--- src/rtl/alu_pkg.sv ---
// alu_pkg: shared types and constants for the pipe-3 calculation-unit dispatcher.
`default_nettype none

package alu_pkg;

    localparam int ALU_CALC_WIDTH = 27;

    typedef enum logic [1:0] {
        IDLE    = 2'd0,
        LAUNCH  = 2'd1,
        WAIT    = 2'd2,
        RESPOND = 2'd3
    } dispatch_state_t;

    // Opcode value doubles as the index of the unit that executes it.
    localparam logic [1:0] OP_ADD = 2'd0;
    localparam logic [1:0] OP_SUB = 2'd1;
    localparam logic [1:0] OP_MUL = 2'd2;
    localparam logic [1:0] OP_DIV = 2'd3;

endpackage

`default_nettype wire

--- src/rtl/alu_dispatch_if.sv ---
// alu_dispatch_if: request, unit and result buses between pipe 2, the calculation units and writeback.
`default_nettype none

interface alu_dispatch_if
    import alu_pkg::*;
#(
    parameter int CALCULATION_WIDTH = ALU_CALC_WIDTH,
    parameter int NUM_UNITS         = 4,
    parameter int OPCODE_WIDTH      = 2
);

    logic                                   req_valid;
    logic                                   req_ready;
    logic [OPCODE_WIDTH-1:0]                req_op;
    logic [CALCULATION_WIDTH-1:0]           req_a;
    logic [CALCULATION_WIDTH-1:0]           req_b;

    logic [CALCULATION_WIDTH-1:0]           unit_a;
    logic [CALCULATION_WIDTH-1:0]           unit_b;
    logic [NUM_UNITS-1:0]                   unit_start_n;
    logic [NUM_UNITS-1:0]                   unit_rdy;
    logic [NUM_UNITS*CALCULATION_WIDTH-1:0] unit_result;

    logic                                   res_valid;
    logic                                   res_ready;
    logic [CALCULATION_WIDTH-1:0]           res_data;
    logic                                   res_error;

    // Environment side: pipe 2, the calculation units and writeback.
    modport master (
        output req_valid, req_op, req_a, req_b,
        input  req_ready,
        input  unit_a, unit_b, unit_start_n,
        output unit_rdy, unit_result,
        input  res_valid, res_data, res_error,
        output res_ready
    );

    // Dispatcher side.
    modport slave (
        input  req_valid, req_op, req_a, req_b,
        output req_ready,
        output unit_a, unit_b, unit_start_n,
        input  unit_rdy, unit_result,
        output res_valid, res_data, res_error,
        input  res_ready
    );

endinterface

`default_nettype wire

--- src/rtl/alu_dispatch_timer.sv ---
// alu_dispatch_timer: clearable saturating cycle counter that flags when LIMIT-1 is reached.
`default_nettype none

module alu_dispatch_timer #(
    parameter int LIMIT = 64
) (
    input  logic clk,
    input  logic rst,
    input  logic clear_i,
    input  logic inc_i,
    output logic expired_o
);

    localparam int CW = $clog2(LIMIT) + 1;

    logic [CW-1:0] cnt_q;
    logic [CW-1:0] cnt_d;

    always_comb begin
        cnt_d = cnt_q;
        if (clear_i) begin
            cnt_d = '0;
        end else if (inc_i && (cnt_q != {CW{1'b1}})) begin
            cnt_d = cnt_q + 1'b1;
        end
    end

    always_ff @(posedge clk or negedge rst) begin
        if (!rst) begin
            cnt_q <= '0;
        end else begin
            cnt_q <= cnt_d;
        end
    end

    assign expired_o = (cnt_q >= CW'(LIMIT - 1));

endmodule

`default_nettype wire

--- src/rtl/alu_dispatch.sv ---
// alu_dispatch: issues one ALU request to the selected multi-cycle unit, waits for rdy and
// hands the captured result (or an illegal-opcode / timeout error) to writeback.
`default_nettype none

module alu_dispatch
    import alu_pkg::*;
#(
    parameter int CALCULATION_WIDTH = ALU_CALC_WIDTH,
    parameter int NUM_UNITS         = 4,
    parameter int OPCODE_WIDTH      = 2,
    parameter int TIMEOUT_CYCLES    = 64
) (
    input  logic          clk,
    input  logic          rst,
    alu_dispatch_if.slave bus
);

    dispatch_state_t                state_q, state_d;
    logic [OPCODE_WIDTH-1:0]        op_q, op_d;
    logic [CALCULATION_WIDTH-1:0]   a_q, a_d;
    logic [CALCULATION_WIDTH-1:0]   b_q, b_d;
    logic [NUM_UNITS-1:0]           start_n_q, start_n_d;
    logic                           res_valid_q, res_valid_d;
    logic [CALCULATION_WIDTH-1:0]   res_data_q, res_data_d;
    logic                           res_error_q, res_error_d;

    logic                           op_legal;
    logic                           sel_rdy;
    logic [CALCULATION_WIDTH-1:0]   sel_result;
    logic                           tmr_clear;
    logic                           tmr_inc;
    logic                           tmr_expired;

    assign op_legal = (32'(bus.req_op) < NUM_UNITS);

    // Only the unit that was launched is observed; everything else on the unit bus is ignored.
    always_comb begin
        sel_rdy    = 1'b0;
        sel_result = '0;
        for (int i = 0; i < NUM_UNITS; i++) begin
            if (32'(op_q) == i) begin
                sel_rdy    = bus.unit_rdy[i];
                sel_result = bus.unit_result[i*CALCULATION_WIDTH +: CALCULATION_WIDTH];
            end
        end
    end

    alu_dispatch_timer #(
        .LIMIT     (TIMEOUT_CYCLES)
    ) u_timer (
        .clk       (clk),
        .rst       (rst),
        .clear_i   (tmr_clear),
        .inc_i     (tmr_inc),
        .expired_o (tmr_expired)
    );

    always_comb begin
        state_d     = state_q;
        op_d        = op_q;
        a_d         = a_q;
        b_d         = b_q;
        start_n_d   = '1;
        res_valid_d = res_valid_q;
        res_data_d  = res_data_q;
        res_error_d = res_error_q;
        tmr_clear   = 1'b0;
        tmr_inc     = 1'b0;

        case (state_q)
            IDLE: begin
                if (bus.req_valid) begin
                    op_d = bus.req_op;
                    a_d  = bus.req_a;
                    b_d  = bus.req_b;
                    if (op_legal) begin
                        state_d = LAUNCH;
                        // Registered so the pulse covers exactly the LAUNCH cycle.
                        for (int i = 0; i < NUM_UNITS; i++) begin
                            start_n_d[i] = (32'(bus.req_op) != i);
                        end
                    end else begin
                        state_d     = RESPOND;
                        res_valid_d = 1'b1;
                        res_data_d  = '0;
                        res_error_d = 1'b1;
                    end
                end
            end

            LAUNCH: begin
                state_d   = WAIT;
                tmr_clear = 1'b1;
            end

            WAIT: begin
                if (sel_rdy) begin
                    state_d     = RESPOND;
                    res_valid_d = 1'b1;
                    res_data_d  = sel_result;
                    res_error_d = 1'b0;
                end else if (tmr_expired) begin
                    state_d     = RESPOND;
                    res_valid_d = 1'b1;
                    res_data_d  = '0;
                    res_error_d = 1'b1;
                end else begin
                    tmr_inc = 1'b1;
                end
            end

            RESPOND: begin
                if (bus.res_ready) begin
                    state_d     = IDLE;
                    res_valid_d = 1'b0;
                end
            end

            default: begin
                state_d = IDLE;
            end
        endcase
    end

    always_ff @(posedge clk or negedge rst) begin
        if (!rst) begin
            state_q     <= IDLE;
            op_q        <= '0;
            a_q         <= '0;
            b_q         <= '0;
            start_n_q   <= '1;
            res_valid_q <= 1'b0;
            res_data_q  <= '0;
            res_error_q <= 1'b0;
        end else begin
            state_q     <= state_d;
            op_q        <= op_d;
            a_q         <= a_d;
            b_q         <= b_d;
            start_n_q   <= start_n_d;
            res_valid_q <= res_valid_d;
            res_data_q  <= res_data_d;
            res_error_q <= res_error_d;
        end
    end

    assign bus.req_ready    = (state_q == IDLE) & rst;
    assign bus.unit_a       = a_q;
    assign bus.unit_b       = b_q;
    assign bus.unit_start_n = start_n_q;
    assign bus.res_valid    = res_valid_q;
    assign bus.res_data     = res_data_q;
    assign bus.res_error    = res_error_q;

endmodule

`default_nettype wire
--- src/flat_wrapper.sv ---
// flat-port wrapper written by rule: the top's interface ports become plain ports
module alu_dispatch_flat import alu_pkg::*;
#(
    parameter int CALCULATION_WIDTH = ALU_CALC_WIDTH,
    parameter int NUM_UNITS         = 4,
    parameter int OPCODE_WIDTH      = 2,
    parameter int TIMEOUT_CYCLES    = 64
)
  (clk, rst, bus_req_valid, bus_req_op, bus_req_a, bus_req_b, bus_req_ready, bus_unit_a, bus_unit_b, bus_unit_start_n, bus_unit_rdy, bus_unit_result, bus_res_valid, bus_res_data, bus_res_error, bus_res_ready);
  alu_dispatch_if #(.CALCULATION_WIDTH(CALCULATION_WIDTH), .NUM_UNITS(NUM_UNITS), .OPCODE_WIDTH(OPCODE_WIDTH)) bus_i ();
  input  logic clk;
  input  logic rst;
  input wire logic [$bits(bus_i.req_valid)-1:0] bus_req_valid;
  input wire logic [$bits(bus_i.req_op)-1:0] bus_req_op;
  input wire logic [$bits(bus_i.req_a)-1:0] bus_req_a;
  input wire logic [$bits(bus_i.req_b)-1:0] bus_req_b;
  output wire logic [$bits(bus_i.req_ready)-1:0] bus_req_ready;
  output wire logic [$bits(bus_i.unit_a)-1:0] bus_unit_a;
  output wire logic [$bits(bus_i.unit_b)-1:0] bus_unit_b;
  output wire logic [$bits(bus_i.unit_start_n)-1:0] bus_unit_start_n;
  input wire logic [$bits(bus_i.unit_rdy)-1:0] bus_unit_rdy;
  input wire logic [$bits(bus_i.unit_result)-1:0] bus_unit_result;
  output wire logic [$bits(bus_i.res_valid)-1:0] bus_res_valid;
  output wire logic [$bits(bus_i.res_data)-1:0] bus_res_data;
  output wire logic [$bits(bus_i.res_error)-1:0] bus_res_error;
  input wire logic [$bits(bus_i.res_ready)-1:0] bus_res_ready;
  assign bus_i.req_valid = bus_req_valid;
  assign bus_i.req_op = bus_req_op;
  assign bus_i.req_a = bus_req_a;
  assign bus_i.req_b = bus_req_b;
  assign bus_req_ready = bus_i.req_ready;
  assign bus_unit_a = bus_i.unit_a;
  assign bus_unit_b = bus_i.unit_b;
  assign bus_unit_start_n = bus_i.unit_start_n;
  assign bus_i.unit_rdy = bus_unit_rdy;
  assign bus_i.unit_result = bus_unit_result;
  assign bus_res_valid = bus_i.res_valid;
  assign bus_res_data = bus_i.res_data;
  assign bus_res_error = bus_i.res_error;
  assign bus_i.res_ready = bus_res_ready;
  alu_dispatch #(.CALCULATION_WIDTH(CALCULATION_WIDTH), .NUM_UNITS(NUM_UNITS), .OPCODE_WIDTH(OPCODE_WIDTH), .TIMEOUT_CYCLES(TIMEOUT_CYCLES)) u_core (.clk(clk), .rst(rst), .bus(bus_i));
endmodule
--- config.mk ---
export PLATFORM = sky130hd
export DESIGN_NAME = alu_dispatch_flat
export DESIGN_NICKNAME = d
export VERILOG_FILES = /design/src/rtl/alu_pkg.sv /design/src/rtl/alu_dispatch_if.sv /design/src/rtl/alu_dispatch_timer.sv /design/src/rtl/alu_dispatch.sv /design/src/flat_wrapper.sv
export SDC_FILE = /design/constraint.sdc
export NUM_CORES = 1
export LEC_CHECK = 0
export CAP_MARGIN = 40
export CORE_ASPECT_RATIO = 0.75
export CORE_MARGIN = 4
export CORE_UTILIZATION = 50
export CTS_BUF_LIST = sky130_fd_sc_hd__clkbuf_4
export CTS_CLUSTER_SIZE = 30
export DETAILED_ROUTE_END_ITERATION = 6
export DONT_BUFFER_PORTS = 1
export SLEW_MARGIN = 30
export SYNTH_ARGS = -nofsm -noshare
export SYNTH_HDL_FRONTEND = slang
export SYNTH_SLANG_ARGS = --single-unit
--- constraint.sdc ---
create_clock -name clk -period 2.23 [get_ports clk]
set_input_delay 0.3345 -clock clk [delete_from_list [all_inputs] [get_ports clk]]
set_output_delay 0.3345 -clock clk [all_outputs]
set_load 0.03 [all_outputs]
==> results of run 1 <==
## metal layers
layer / track usage [%] / vias to the layer above / share of wire, %
met3: 9.64 / 10 / 12
li1: - / 1243 / -
met1: 22.9 / 1413 / 35
met4: 5.76 / 0 / 1.2
met2: 36.6 / 163 / 53
met5: 0 / - / 0
## sequential cells by signal, summed over array words and instances (netlist names)
signal                   count
u_core.bus.res_data         27
u_core.bus.res_error         1
u_core.bus.res_valid         1
u_core.bus.unit_a           27
u_core.bus.unit_b           27
u_core.bus.unit_start_n      4
u_core.op_q                  2
u_core.state_q               2
u_core.u_timer.cnt_q         7
## power by group
group	internal (mW)	leakage, nW	switching (mW)
Clock	0.272	0.0765	0.665
Combinational	1.52	0.944	1.12
Sequential	2.56	1.19	2.15
## cells in the final DEF, fill, tap and decap left out, drive strengths merged
master | synthesis | routed
a211o | 1 | 1
a21o | 1 | 1
a21oi | 4 | 4
a22o | 1 | 1
a2bb2oi | 1 | 1
a31o | 1 | 1
a31oi | 1 | 1
a32o | 27 | 27
and2 | 2 | 2
and4 | 1 | 1
and4b | 1 | 1
buf | 14 | 8
clkbuf | 7 | 9
clkinv | 0 | 2
clkinvlp | 0 | 1
dfrtp | 94 | 94
dfstp | 4 | 4
dlygate4sd3 | 0 | 51
ha | 6 | 6
inv | 6 | 10
mux2 | 61 | 61
mux2i | 1 | 1
mux4 | 28 | 28
nand2 | 11 | 11
nand2b | 2 | 2
nand3 | 3 | 3
nand4 | 1 | 1
nand4b | 1 | 1
nor2 | 6 | 6
nor2b | 4 | 4
nor3 | 1 | 1
o21ai | 2 | 2
o22ai | 2 | 2
o32a | 1 | 1
or3 | 1 | 1
## logic make-up (layout without fill, tap and decap cells)
logic type      count (synthesis)  count (layout)  synth area share, %
simple gates                   34              34                 3.98
flops                          98              98                 53.9
mux                            90              90                 29.1
fa+ha+maj                       6               6                 1.65
buf+inv                        27              81                 3.07
compound gates                 42              42                 8.29
## final timing paths
path | slack, ns | end | depth (start not counted) | startpoint
setup / recovery | 0.22 | u_core.u_timer.cnt_q[3] | 5 | u_core.u_timer.cnt_q[0]
hold / removal | -0.44 | u_core.bus.unit_a[26] | 0 | rst
setup reg to reg | 0.22 | u_core.u_timer.cnt_q[3] | 5 | u_core.u_timer.cnt_q[0]
hold reg to reg | 0.56 | u_core.u_timer.cnt_q[5] | 1 | u_core.u_timer.cnt_q[5]
max in group asynchronous | 2.42 | u_core.bus.unit_start_n[2] | 0 | rst
min in group clk | 0.04 | u_core.bus.unit_a[4] | 1 | bus_req_a[4]
## per-stage QoR
step | setup WS (ns) | instance area [um^2] | std cells
finish | 0.216 | 5310 | 459
global route | 0.0837 | 5310 | 459
CTS | 0.229 | 5300 | 458
detailed placement | 0.243 | 4650 | 392
global placement | 0.367 | 4650 | 392
floorplan | 0.365 | 4560 | 297
## cell type report
type / instances / area [um^2]
clock buffer: 9 / 67.6
clock inverter: 7 / 80.1
fill: 658 / 3360
inverter: 6 / 22.5
multi-input combinational: 172 / 1960
sequential: 98 / 2460
tap: 108 / 135
timing repair buffer: 59 / 583
## synth_stat cells (3+ instances only)
cell	count	area (um^2)
buf_1	5	18.8
mux2_2	59	664
buf_2	4	20.0
mux4_2	28	631
nor2b_1	4	25.0
nor2_1	6	22.5
dfrtp_1	94	2350
a32o_1	27	270
nand2_1	10	37.5
buf_6	4	45.0
nand3_1	3	15.0
inv_1	6	22.5
a21oi_1	4	20.0
ha_1	6	75.1
clkbuf_1	7	26.3
dfstp_2	4	105
## worst register-to-register path: stages, from the launching register on
cell,delay (ns)
dfrtp_1,0.46
ha_1,0.25
a21o_1,0.19
a21oi_1,0.43
and4b_1,0.27
mux2_1,0.32
## repair_timing
action | CTS | global route
hold buffers | 50 | 1
resized for setup | 0 | 0
endpoints found under the hold margin | 150 | 99
==> implementation parameters, run 1 <==
Parameter                              Value

Worst setup path
  Worst path cell trace    ha_1 -> a21o_1 -> a21oi_1 -> and4b_1 -> mux2_1
  Setup CP Type    register to register
  Top fanout value on the critical path    7
  Capturing element type of the critical path    register
  Endpoint required time on the critical path    2.57 ns
  Buffers plus inverters on the worst setup path    0
  Cell family with most CP delay    compound AO/OA/AOI/OAI gates
  Stage delay of the slowest cell on the critical path    0.46 ns
  Category of the worst setup path launch point    register
  Arrival @ worst endpoint    2.35 ns
  Max stage delay cell, worst path    dfrtp_1

Routing
  Vias per inst    6.16
  Final ANT Viol Nets    0
  Average detailed-routed wire length per instance    24.7 um
  First-iteration detailed-routing DRC count    102
  Detailed-route via count    2829
  Total iterations of the first detailed-routing run    4
  Post-Route WL    11.3 mm
  Remaining design rule violation count    0

Synth
  Yosys reg bits    98
  Warning count from the yosys run    0
  Mean instance size in the synthesized netlist    15.4 um^2
  Cell Area, Synth    4560 um^2
  Number of nets in the synthesized netlist    475
  Number of distinct library cells after synthesis    38
  Part of the Yosys area used for sequential elements    53.9%
  Synth async-reset ratio    100%
  Number of instances in the synthesized netlist    297
  Most used DFF post-synth    dfrtp_1
  Number of synthesized flops with an enable pin    0

Timing
  RSZ-0062 raised after global routing    false
  Final Slew Violations    0
  Hold violation total from the final report    98
  Final period util    90.3%
  Number of failing setup endpoints in the final timing report    0
  Maximum clock skew at final layout    0.0247 ns
  Worst-case headroom to the max-slew limit    67.0%
  Actual slew at the worst max-slew pin    0.496 ns
  Worst-case hold slack    -0.435 ns
  Upper clock frequency limit    496 MHz
  Final period demand of the worst path    2.01 ns
  Final TNS setup    0 ns

Floorplanning
  Die Wd    118 um
  Core outline area    8670 um^2
  I/O pins    260
  Die ar.    10700 um^2
  Row count    29
  Die Height    90.7 um
  Starting density of the core    52.6%

Hold path
  Worst hold path type    input port to async pin

Power
  Worst-case vdd ir drop    0.000861 V
  Total power consumption of the routed design    8.28 mW
  Leakage dissipation    2.21 nW
  Power density cells    1560 nW/um^2

Global routing
  Number of antenna violations at the first check in global routing    0
  Tot GR Track Use    20.9%
  Vias in the first global route    3163
  Pin count of the biggest net entering global routing    100
  Global-route wire length before repair    17.5 mm
  Overflow after GRT    0

Placed design
  Weighted congestion at the end of routability-driven global placement    0.767
  HPWL Detailed    8.23 mm
  Count of port buffers added during placement    0

Finish
  Ratio of cells with drive above 1 in the final layout    34.2%
  Post-route core utilization    61.2%
  Diodes inserted    0
  Number of nets in the layout    524
  Layout overhead on the synthesized area    16.5%

Clock tree
  Postcts setup bufs    0
  Clock buffer count from CTS    9
  Reg clk slew, reported paths    0.19 ns
  CTS Root Cell    clkbuf_4
  Clock tree from TritonCTS    yes
  Number of H-tree levels    3
  Worst-case clock buffer depth    2
  Clock net sink count    98
  Insertion delay of the later-clocked pin in the worst-skew pair    0.45 ns

Run status
  Violations in the final reports    hold timing
  Result of the run    finished, violations left

Run
  Total of max-cap violations    0
Power figures use the tool's default switching activity.
==> run 2: changes to the inputs <==
--- a/config.mk
+++ b/config.mk
@@ -13,6 +13,7 @@
 export CTS_CLUSTER_SIZE = 30
 export DETAILED_ROUTE_END_ITERATION = 6
 export DONT_BUFFER_PORTS = 1
+export PLACE_DENSITY_LB_ADDON = 0.1
 export SLEW_MARGIN = 30
 export SYNTH_ARGS = -nofsm -noshare
 export SYNTH_HDL_FRONTEND = slang
==> run 2 against run 1 <==
Against the previous run: the flow still finishes with violations (hold timing); final area rose by 1.4%; maximum frequency increased by 4.6%; cell count rose by 1.3%; die area is the same; register-to-register slack better by 0.09 ns; worst setup slack better by 0.088 ns; count of clock-buffer cells in the layout is 1 higher; sequential power is essentially flat; hold slack improved by 0.0034 ns; sequential share of layout area fell by 0.66 points; highest routed layer is now met5.
==> implementation parameters, run 2 (synthesis results as in run 1) <==
Parameter                              Value

Run status
  Result of the run    finished, violations left (unchanged)
  Violations in the final reports    hold timing (unchanged)

Global routing
  Vias in the first global route    3168 (was 3163)
  Overflow after GRT    0 (unchanged)
  Number of antenna violations at the first check in global routing    1 (was 0)
  Tot GR Track Use    21.7% (was 20.9%)
  Pin count of the biggest net entering global routing    100 (unchanged)
  Global-route wire length before repair    18.1 mm (was 17.5 mm)

Clock tree
  Quantity of gates resized following cts    0 (unchanged)
  CTS Root Cell    clkbuf_4 (unchanged)
  Worst-case clock buffer depth    2 (unchanged)
  Clock buffer count from CTS    9 (unchanged)
  Number of H-tree levels    3 (unchanged)
  Reg clk slew, reported paths    0.14 ns (was 0.19 ns)
  Clock tree from TritonCTS    yes (unchanged)
  Insertion delay of the later-clocked pin in the worst-skew pair    0.44 ns (was 0.45 ns)
  Clock net sink count    98 (unchanged)

Floorplanning
  Core outline area    8670 um^2 (unchanged)
  Starting density of the core    52.6% (unchanged)
  Die Height    90.7 um (unchanged)
  Row count    29 (unchanged)
  Die Wd    118 um (unchanged)
  Die ar.    10700 um^2 (unchanged)
  I/O pins    260 (unchanged)

Worst setup path
  Setup CP Type    register to primary output (was register to register)
  Capturing element type of the critical path    primary output (was register)
  Top fanout value on the critical path    4 (was 7)
  Endpoint required time on the critical path    1.90 ns (was 2.57 ns)
  Arrival @ worst endpoint    1.59 ns (was 2.35 ns)
  Category of the worst setup path launch point    register (unchanged)

Routing
  Remaining design rule violation count    0 (unchanged)
  Final ANT Viol Nets    0 (unchanged)
  Vias per inst    6.22 (was 6.16)
  Post-Route WL    11.9 mm (was 11.3 mm)
  First-iteration detailed-routing DRC count    187 (was 102)
  Detailed-route via count    2891 (was 2829)
  Average detailed-routed wire length per instance    25.5 um (was 24.7 um)
  Total iterations of the first detailed-routing run    4 (unchanged)

Finish
  Number of nets in the layout    530 (was 524)
  Ratio of cells with drive above 1 in the final layout    33.3% (was 34.2%)
  Leading cell type in the layout, fill and taps excluded    dfrtp_1 (unchanged)
  Post-route cell area    5390 um^2 (was 5310 um^2)
  Most used cells in the layout excluding fill and tap cells    dfrtp_1 (93), mux2_2 (59), dlygate4sd3_1 (57) (was dfrtp_1 (93), mux2_2 (59), dlygate4sd3_1 (51))
  Count of non-filler cells in the finished layout    465 (was 459)
  Fill count    645 (was 658)
  Layout overhead on the synthesized area    18.2% (was 16.5%)
  Diodes inserted    0 (unchanged)

Timing
  Hold violation total from the final report    98 (unchanged)
  Final period util    86.4% (was 90.3%)
  Final TNS setup    0 ns (unchanged)
  RSZ-0062 raised after global routing    false (unchanged)
  Number of failing setup endpoints in the final timing report    0 (unchanged)
  Maximum clock skew at final layout    0.0115 ns (was 0.0247 ns)
  Upper clock frequency limit    519 MHz (was 496 MHz)
  Worst-case hold slack    -0.432 ns (was -0.435 ns)
  Final Slew Violations    0 (unchanged)
  Worst-case headroom to the max-slew limit    75.0% (was 67.0%)
  Final period demand of the worst path    1.93 ns (was 2.01 ns)
  Actual slew at the worst max-slew pin    0.374 ns (was 0.496 ns)

Hold path
  Worst hold path type    input port to async pin (unchanged)

Placed design
  Count of port buffers added during placement    0 (unchanged)
  Weighted congestion at the end of routability-driven global placement    0.828 (was 0.767)
  HPWL Detailed    8.17 mm (was 8.23 mm)
  Cell Count Post-Placement    392 (unchanged)
  Area after detailed placement    4650 um^2 (unchanged)

Power
  Part of the total power dissipated in sequential elements    55.8% (was 56.8%)
  Leakage dissipation    2.24 nW (was 2.21 nW)
  Switching portion of total power    46.2% (was 47.5%)
  Clock network power share    12.5% (was 11.3%)
  Internal power    4.54 mW (was 4.35 mW)
  Total power consumption of the routed design    8.44 mW (was 8.28 mW)
  Combinational share of power    31.6% (was 31.9%)
  Power density cells    1570 nW/um^2 (was 1560 nW/um^2)
  Net Sw Power    3.90 mW (was 3.93 mW)
  Worst-case vdd ir drop    0.000877 V (was 0.000861 V)

Run
  Total of max-cap violations    0 (unchanged)
-- run 2: cell count changes in the layout (fill, tap and decap cells not counted), sizes merged --
| cell | previous run | this run |
|---|---|---|
| clkbuf | 9 | 10 |
| bufinv | 0 | 2 |
| dlygate4sd3 | 51 | 57 |
| inv | 10 | 7 |
-- run 2: routing by layer --
metal,global-route usage [%],vias up,part of all wire (%)
met2,38.2,164,53
met3,8.39,10,10
met4,5.56,2,0.87
met1,24.8,1459,36
met5,0,-,0.11
li1,-,1256,-
-- run 2: cell type report --
class | count | area (um^2) | share of cell area [%]
inverter | 6 | 22.5 | 0.418
clock inverter | 6 | 88.8 | 1.65
clock buffer | 10 | 75.1 | 1.39
timing repair buffer | 65 | 643 | 11.9
multi-input combinational | 172 | 1960 | 36.5
sequential | 98 | 2460 | 45.6
tap | 108 | 135 | 2.51
-- run 2: power by group through the flow --
| stage | Combinational, mW | Clock [mW] | Sequential (mW) |
|---|---|---|---|
| finish | 2.67 | 1.06 | 4.71 |
| global route | 2.91 | 1.18 | 4.81 |
| CTS | 2.66 | 1.10 | 4.72 |
| detailed placement | 2.57 | 0 | 4.75 |
| global placement | 2.50 | 0 | 4.75 |
| floorplan | 2.25 | 0 | 4.50 |
-- run 2: repair_timing --
| action | CTS | global route |
|---|---|---|
| setup buffers | 0 | 0 |
| endpoints found under the hold margin | 149 | 104 |
| hold buffers | 51 | 6 |
-- run 2: metrics by stage --
stage | utilization, % | setup slack (ns)
floorplan | - | 0.365
global placement | 53.7 | 0.473
detailed placement | 53.7 | 0.426
CTS | 61.4 | 0.258
global route | 62.1 | 0.170
finish | 62.1 | 0.304
-- run 2: worst paths after layout --
kind                                                    to                    start  slack (ns)  cells past startpoint
worst max-delay path                         bus_req_ready        u_core.state_q[0]        0.30                      3
worst min-delay path               u_core.bus.res_data[19]                      rst       -0.43                      0
worst max register to register  u_core.bus.unit_start_n[1]        u_core.state_q[0]        0.31                      7
worst min register to register     u_core.u_timer.cnt_q[5]  u_core.u_timer.cnt_q[5]        0.57                      1
max in group asynchronous       u_core.bus.unit_start_n[1]                      rst        2.42                      0
min in group clk                     u_core.bus.unit_a[18]            bus_req_a[18]        0.05                      1
-- run 2: worst max-delay path: stages, from the launching register on --
cell,delay [ns]
dfrtp_1,0.44
inv_1,0.12
ha_1,0.26
and2_1,0.34
